<file path="config.mk">
export PLATFORM = sky130hd
export DESIGN_NAME = seq_mul_arbiter
export DESIGN_NICKNAME = d
export VERILOG_FILES = /design/src/rtl/seq_mul_arbiter.sv
export SDC_FILE = /design/constraint.sdc
export NUM_CORES = 1
export LEC_CHECK = 0
export CAP_MARGIN = 5
export CELL_PAD_IN_SITES_DETAIL_PLACEMENT = 1
export CELL_PAD_IN_SITES_GLOBAL_PLACEMENT = 1
export CORE_ASPECT_RATIO = 0.5
export CORE_UTILIZATION = 39
export CTS_BUF_LIST = sky130_fd_sc_hd__clkbuf_4
export DETAILED_ROUTE_END_ITERATION = 8
export GPL_ROUTABILITY_DRIVEN = 0
export PLACE_DENSITY = 0.95
export SYNTH_ARGS = -nofsm -noshare
export SYNTH_HDL_FRONTEND = slang
export SYNTH_SLANG_ARGS = --single-unit
</file>
<file path="constraint.sdc">
create_clock -name clk -period 2.6 [get_ports clk]
set_input_delay 0.39 -clock clk [delete_from_list [all_inputs] [get_ports clk]]
set_output_delay 0.39 -clock clk [all_outputs]
set_load 0.01 [all_outputs]
</file>
<file path="src/rtl/seq_mul_arbiter.sv">
// seq_mul_arbiter: round-robin sharing of one sequential multiplier among NUM_REQ clients.
// One job in flight; a watchdog aborts jobs whose multiplier never signals done.
module seq_mul_arbiter #(
  parameter int NUM_REQ = 4,
  parameter int WIDTH   = 4,
  parameter int TIMEOUT = 64
) (
  input  logic                     clk,
  input  logic                     rst_n,
  input  logic [NUM_REQ-1:0]       req_i,
  input  logic [NUM_REQ*WIDTH-1:0] req_a_i,
  input  logic [NUM_REQ*WIDTH-1:0] req_b_i,
  output logic [NUM_REQ-1:0]       gnt_o,
  output logic [NUM_REQ-1:0]       rsp_valid_o,
  output logic [2*WIDTH-1:0]       rsp_prod_o,
  output logic                     rsp_err_o,
  output logic                     busy_o,
  output logic                     mul_start_o,
  output logic [WIDTH-1:0]         mul_a_o,
  output logic [WIDTH-1:0]         mul_b_o,
  input  logic                     mul_done_i,
  input  logic [2*WIDTH-1:0]       mul_prod_i
);
  localparam int PW = (NUM_REQ > 1) ? $clog2(NUM_REQ) : 1;
  localparam int CW = $clog2(TIMEOUT);
  typedef enum logic [1:0] {IDLE, LAUNCH, BUSY, RESPOND} state_t;
  state_t          state_q;
  logic [PW-1:0]   ptr_q, owner_q, win_d, idx;
  logic [CW-1:0]   wd_q;
  // Scan downwards so the lowest offset from ptr_q is written last and wins.
  always_comb begin
    win_d = '0;
    idx   = '0;
    for (int k = NUM_REQ - 1; k >= 0; k--) begin
      idx = PW'((int'(ptr_q) + k) % NUM_REQ);
      if (req_i[idx]) win_d = idx;
    end
  end
  assign busy_o = state_q != IDLE;
  always_ff @(posedge clk or negedge rst_n) begin
    if (!rst_n) begin
      state_q     <= IDLE;
      ptr_q       <= '0;
      owner_q     <= '0;
      wd_q        <= '0;
      gnt_o       <= '0;
      rsp_valid_o <= '0;
      rsp_prod_o  <= '0;
      rsp_err_o   <= 1'b0;
      mul_start_o <= 1'b0;
      mul_a_o     <= '0;
      mul_b_o     <= '0;
    end else begin
      gnt_o       <= '0;
      mul_start_o <= 1'b0;
      rsp_valid_o <= '0;
      rsp_prod_o  <= '0;
      rsp_err_o   <= 1'b0;
      case (state_q)
        IDLE: if (|req_i) begin
          owner_q     <= win_d;
          mul_a_o     <= WIDTH'(req_a_i >> (int'(win_d) * WIDTH));
          mul_b_o     <= WIDTH'(req_b_i >> (int'(win_d) * WIDTH));
          gnt_o       <= NUM_REQ'(1) << win_d;
          mul_start_o <= 1'b1;
          state_q     <= LAUNCH;
        end
        LAUNCH: begin
          ptr_q   <= (int'(owner_q) == NUM_REQ - 1) ? '0 : owner_q + 1'b1;
          wd_q    <= '0;
          state_q <= BUSY;
        end
        BUSY: if (mul_done_i) begin
          rsp_valid_o <= NUM_REQ'(1) << owner_q;
          rsp_prod_o  <= mul_prod_i;
          state_q     <= RESPOND;
        end else if (wd_q == CW'(TIMEOUT - 1)) begin
          rsp_valid_o <= NUM_REQ'(1) << owner_q;
          rsp_err_o   <= 1'b1;
          state_q     <= RESPOND;
        end else begin
          wd_q <= wd_q + 1'b1;
        end
        default: state_q <= IDLE;
      endcase
    end
  end
endmodule
</file>
==> reports/results.txt, run 1 <==
Worst endpoint required time -> 2870 ps
Outcome -> completed
Drt drc -> 0
P_leak -> 1.220 nW
Max-Cap Viols -> 0
Die height -> 53.95 um
Final Skew -> 12.05 ps
Die Area -> 5712 um2
Area Overhead vs Synth -> 38.76%
FF-to-FF setup slack -> 600 ps
Dpl hpwl -> 4.013 mm
IO Port Bufs -> 73
Global-route wire length before repair -> 8.466 mm
Period utilization -> 78.87%
Post-CTS setup buffers -> 0
Min cycle time layout -> 2051 ps
Hold_buf cts -> 0
Share of cells above drive strength 1 -> 14.11%
Number of synthesized register bits -> 38
Post-Layout Inst Area -> 2920 um2
VDD IR-drop max -> 0.3764 mV
Most common cell after layout, fill and taps aside -> clkdlybuf4s50_1
Setup slack after layout -> 549.5 ps
H-tree levels -> 2
Unrepaired setup endpoints after global routing -> no
GRT Util Overall -> 20.07%
Yosys warns -> 0
Slew Viols, Final -> 0
Clock root cell -> clkbuf_4
Die Wd -> 105.9 um
DRT Pass-1 Iters -> 4
Nature of the critical path endpoint -> flop
Row cnt -> 18
Fmax -> 0.4877 GHz
Crit path max fanout -> 11
Placeable Area -> 5067 um2
Area post-placement -> 2867 um2
Worst-Margin Slew -> 862.0 ps
CTS Buffer Depth -> 2
Post-layout nets -> 302
Post-synthesis instance area -> 2105 um2
Iteration-0 DRC Markers -> 45
Antenna viol nets, final -> 0
R2R Path End -> wd_q[4]
Headroom to the max-slew limit -> 42.53%
CTS Buf Count -> 5
Syn Area/Cell -> 12.24 um2
HP Class -> in2async
R2r startpoint -> state_q[0]
Crit path DAT -> 2320 ps
Wirelength, routed -> 5.463 mm
Wirelength per Cell -> 17.18 um
Register area share after synthesis -> 45.18%
Final Hold Vio Count -> 0
Initial antenna violation count -> 0
CTS tree -> yes
Worst-path clk slew -> 130 ps
Largest net degree at the start of global routing -> 39
Vias/cell -> 5.101
Clk_lat worst skew -> 350 ps
Detailed-route via count -> 1622
Vias in the first global route -> 1782
Syn Inst Count -> 172
Syn nets -> 227
CTS Sinks -> 38
Startpoint types -> input port
Final setup violation count -> 0
Pre-CTS setup slack -> 194.4 ps
Power Dens Cells -> 879.4 nW/um2
Commonest non-fill, non-tap cells in the layout -> clkdlybuf4s50_1 (72), dfrtp_1 (38), nor2_1 (16)
Synth unique cells -> 37
Crit path kind -> in2reg
Number of diodes -> 0
Layout Utilization -> 57.63%
GR Overflow Total -> 0
Worst Reg2Reg Path Length in Cells -> 7
IO Count -> 74
Setup TNS -> 0 ps
PostCTS Resize Cnt -> 0
Initial Util -> 41.53%
[cell usage after synthesis]
cell type | instances | share of area, %
nor4_1 | 1 | 0.30
nor2_1 | 16 | 2.9
xor2_1 | 3 | 1.2
mux2i_1 | 9 | 4.3
nand2_1 | 10 | 1.8
buf_2 | 1 | 0.24
or2b_4 | 1 | 0.54
nor3_1 | 2 | 0.48
and2_4 | 1 | 0.42
and2_1 | 5 | 1.5
a31oi_2 | 1 | 0.59
nor2b_1 | 2 | 0.59
nand3_1 | 1 | 0.24
buf_4 | 2 | 0.71
o22a_1 | 1 | 0.42
nand4_1 | 2 | 0.59
dfrtp_1 | 38 | 45
a21o_1 | 1 | 0.36
buf_6 | 2 | 1.1
and3_1 | 12 | 3.6
nand4b_1 | 1 | 0.42
a211oi_2 | 8 | 4.8
a2bb2oi_4 | 1 | 1.2
nand2b_1 | 3 | 0.89
o21ai_0 | 7 | 1.7
inv_2 | 1 | 0.18
a2111oi_4 | 8 | 10
a21oi_2 | 1 | 0.42
nand4_4 | 1 | 1.0
buf_12 | 1 | 0.95
a21boi_0 | 9 | 3.2
clkbuf_1 | 1 | 0.18
inv_1 | 7 | 1.2
nand3b_1 | 1 | 0.36
mux2_2 | 2 | 1.1
a21oi_1 | 1 | 0.24
ha_1 | 8 | 4.8
[worst max-delay path, cell delays in order]
cell,delay [ps]
clkdlybuf4s50_1,560
mux2i_1,150
a2bb2oi_4,280
nand2_1,400
mux2i_1,240
a211oi_2,290
[where the power goes]
part,internal [mW],total [mW],switching (mW)
logic,0.642,1.36,0.722
registers,0.766,0.896,0.129
clock network,0.101,0.308,0.207
total,1.51,2.57,1.06
[how the worst max path moves through the flow]
| stage | from | cells after the start | end |
|---|---|---|---|
| global placement | req_i[0] | 6 | mul_a_o[3] |
| global route | state_q[0] | 7 | wd_q[4] |
| floorplan | ptr_q[1] | 6 | mul_a_o[3] |
| CTS | state_q[0] | 4 | busy_o |
| detailed placement | req_i[3] | 6 | mul_b_o[2] |
| finish | req_i[3] | 6 | mul_b_o[2] |
[layer usage]
metal	track usage [%]	share of wire [%]	up-vias
met5	0	0	-
met2	40.41	53	50
met1	21.05	40	798
met3	4.358	4.1	11
met4	9.028	2.4	0
li1	-	-	763
[cell families after synthesis]
| group | count (synthesis) | share of synthesized area [%] |
|---|---|---|
| simple gates | 59 | 15.52 |
| compound gates | 38 | 23.36 |
| flops | 38 | 45.18 |
| buf+inv | 15 | 4.577 |
| mux | 11 | 5.351 |
| fa+ha+maj | 8 | 4.756 |
| xor+xnor | 3 | 1.249 |
[stage by stage]
step | std cells | power [mW] | hold slack (ps)
2_1_floorplan | 172 | 1.802 | 94.41
3_3_place_gp | 310 | 2.187 | 517.6
3_5_place_dp | 310 | 2.282 | 531.7
4_1_cts | 318 | 2.608 | 142.1
5_1_grt | 318 | 2.748 | 163.1
6_report | 318 | 2.568 | 119.1
[area by class of cell]
class,instances,area [um2]
multi-input combinational,119,1057
fill,559,2147
sequential,38,950.9
inverter,8,30.03
clock buffer,5,37.54
timing repair buffer,75,740.7
tap,70,87.58
clock inverter,3,16.27
[state kept, by name (all words and copies together) (netlist names)]
name / cells
state_q: 2
mul_b_o: 4
rsp_valid_o: 4
owner_q: 2
wd_q: 6
ptr_q: 2
mul_a_o: 4
rsp_err_o: 1
mul_start_o: 1
gnt_o: 4
rsp_prod_o: 8
Power figures use the tool's default switching activity.
==> run 2, diff against run 1 <==
Settings changed: CORE_UTILIZATION 39 to 36, PLACE_DENSITY 0.95 to 0.9.
Clock period 2.6 ns to 1.95 ns, I/O delays scaled along.
==> run 2 against run 1 <==
Non-clock buffer count grew 21. Worst hold slack lost 68 ps. Die area increased by 8.1%. Total power is 55% higher. Sequential power grew 34%. First-iteration DRC count decreased by 51%. Combinational power up 54%. Flip-flop and latch count stayed put. Critical path type is now reg2reg. Largest cell class unchanged. Highest routed layer unchanged.
==> reports/results.txt, run 2 (synthesized netlist as in run 1, its figures left out) <==
Outcome -> completed
CTS Sinks -> 38 (unchanged)
P_leak -> 1.361 nW (+12%)
Setup TNS -> 0 ps (unchanged)
Post-layout nets -> 323 (+7.0%)
Die Area -> 6174 um2 (+8.1%)
Wirelength per Cell -> 17.40 um (+1.3%)
Combinational power share -> 52.6% (-0.5 points)
Dpl hpwl -> 4.476 mm (+12%)
Number of diodes -> 0 (unchanged)
Cell Int Power -> 2.463 mW (+63%)
CTS Buffer Depth -> 2 (unchanged)
Vias/cell -> 5.020 (-1.6%)
Inst Count DP -> 333 (+7.4%)
Seq pwr share -> 30.0% (-4.9 points)
GR Overflow Total -> 0 (unchanged)
VDD IR-drop max -> 0.4779 mV (+27%)
Most common cell after layout, fill and taps aside -> clkdlybuf4s50_1
Placeable Area -> 5563 um2 (+9.8%)
Area Overhead vs Synth -> 50.65%
Commonest non-fill, non-tap cells in the layout -> clkdlybuf4s50_1 (71), dfrtp_1 (38), buf_4 (22)
Slowest cell delay on critical path -> 480 ps (-80 ps)
Vias in the first global route -> 1943 (+9.0%)
Worst-path clk slew -> 130 ps (about the same)
Regs by FF count -> rsp_prod_o x8, wd_q x6
Detailed-route via count -> 1717 (+5.9%)
Worst path cell trace -> mux2i_1 > a2bb2oi_4 > and2_4 > a2111oi_4 > a211oi_2
Clock root cell -> clkbuf_4
Startpoint types -> flop
Antenna viol nets, final -> 0 (unchanged)
Worst-Margin Slew -> 893.3 ps (+31.32 ps)
Worst endpoint required time -> 2180 ps (-690 ps)
Switching power -> 1.528 mW (+44%)
Post-Layout Inst Area -> 3171 um2 (+8.6%)
Final Skew -> 6.114 ps (-5.936 ps)
Biggest register -> rsp_prod_o
Slowest CP cell -> dfrtp_1
Share of cells above drive strength 1 -> 21.56% (+7.4 points)
Bufs and invs on worst path -> 0 (-1)
Final Hold Vio Count -> 0 (unchanged)
Headroom to the max-slew limit -> 40.44% (-2.1 points)
Max FFs per register -> 8 (unchanged)
CTS Buf Count -> 5 (unchanged)
Sw Share -> 38.28% (-3.0 points)
IO Port Bufs -> 73 (unchanged)
Period utilization -> 93.02%
HP Class -> in2async
Hold_buf cts -> 0 (unchanged)
Global-route wire length before repair -> 9.715 mm (+15%)
Max-Cap Viols -> 0 (unchanged)
Clock power share -> 17.4% (+5.4 points)
Final setup violation count -> 0 (unchanged)
Unrepaired setup endpoints after global routing -> no
Area post-placement -> 3033 um2 (+5.8%)
Largest net degree at the start of global routing -> 39 (unchanged)
Fmax -> 0.5513 GHz
Initial antenna violation count -> 0 (unchanged)
Nature of the critical path endpoint -> flop
Fill count -> 603 (+7.9%)
IO Count -> 74 (unchanged)
Min cycle time layout -> 1814 ps
Crit path DAT -> 2040 ps (-280 ps)
DRT Pass-1 Iters -> 4 (unchanged)
CTS tree -> yes
Initial Util -> 37.83% (-3.7 points)
Wirelength, routed -> 5.950 mm (+8.9%)
Power Dens Cells -> 1259 nW/um2 (+43%)
Delay-heaviest family, CP -> compound AO/OA/AOI/OAI gates
Iteration-0 DRC Markers -> 22 (-51%)
Slew Viols, Final -> 0 (unchanged)
Die Wd -> 110.1 um (+4.0%)
Die height -> 56.07 um (+3.9%)
H-tree levels -> 2 (unchanged)
Min Hold Slack -> 51.17 ps (-67.91 ps)
Drt drc -> 0 (unchanged)
Clk_lat worst skew -> 350 ps (about the same)
Total power -> 3.991 mW (+55%)
Crit path kind -> reg2reg
Row cnt -> 19 (+1)
Final non-filler cell total -> 342 (+7.5%)
GRT Util Overall -> 21.21% (+1.1 points)
Crit path max fanout -> 10 (-1)
-- run 2: metrics by stage --
step           setup WS, ps  utilization [%]
2_1_floorplan         301.4                -
3_3_place_gp         -6.803            54.52
3_5_place_dp         -178.8            54.52
4_1_cts               19.50            56.61
5_1_grt               23.28            57.00
6_report              136.2            57.00
-- run 2: final timing paths --
check / from / endpoint / slack, ps / depth (start not counted)
worst max-delay path: ptr_q[1] / mul_b_o[1] / 140 / 5
worst min-delay path: rst_n / wd_q[1] / 50 / 1
worst max register to register: ptr_q[1] / mul_b_o[1] / 140 / 5
worst min register to register: wd_q[5] / wd_q[5] / 560 / 2
max in group asynchronous: rst_n / gnt_o[0] / 1350 / 1
min in group clk: mul_prod_i[0] / rsp_prod_o[0] / 520 / 2
-- run 2: layout make-up --
cell class / count / area, um2 / share of cell area [%]
Clock buffer: 5 / 37.54 / 1.184
Timing Repair Buffer: 96 / 913.4 / 28.81
Inverter: 8 / 30.03 / 0.9471
Multi-Input combinational cell: 119 / 1079 / 34.02
Sequential cell: 38 / 950.9 / 29.99
Clock inverter: 3 / 68.82 / 2.170
Tap cell: 73 / 91.34 / 2.881
-- run 2: power groups by stage --
stage / Combinational [mW] / Sequential [mW] / Clock, mW
finish: 2.10 / 1.20 / 0.696
global route: 2.28 / 1.22 / 0.747
CTS: 2.08 / 1.20 / 0.715
detailed placement: 2.05 / 1.21 / 0
global placement: 1.92 / 1.19 / 0
floorplan: 1.16 / 1.24 / 0
-- run 2: repair_timing --
item / CTS / global route
setup buffers: 1 / 0
endpoints found under the setup margin: 1 / 4
resized for setup: 1 / 3
-- run 2: routing by layer --
layer  track usage [%]  wire length, um  part of all wire (%)  vias up
li1                  -                -                     -      802
met1             24.28             2505                    42      862
met2             39.46             3159                    53       42
met3             4.215              188                   3.2       11
met4             6.767               96                   1.6        0
met5                 0                0                     0        -
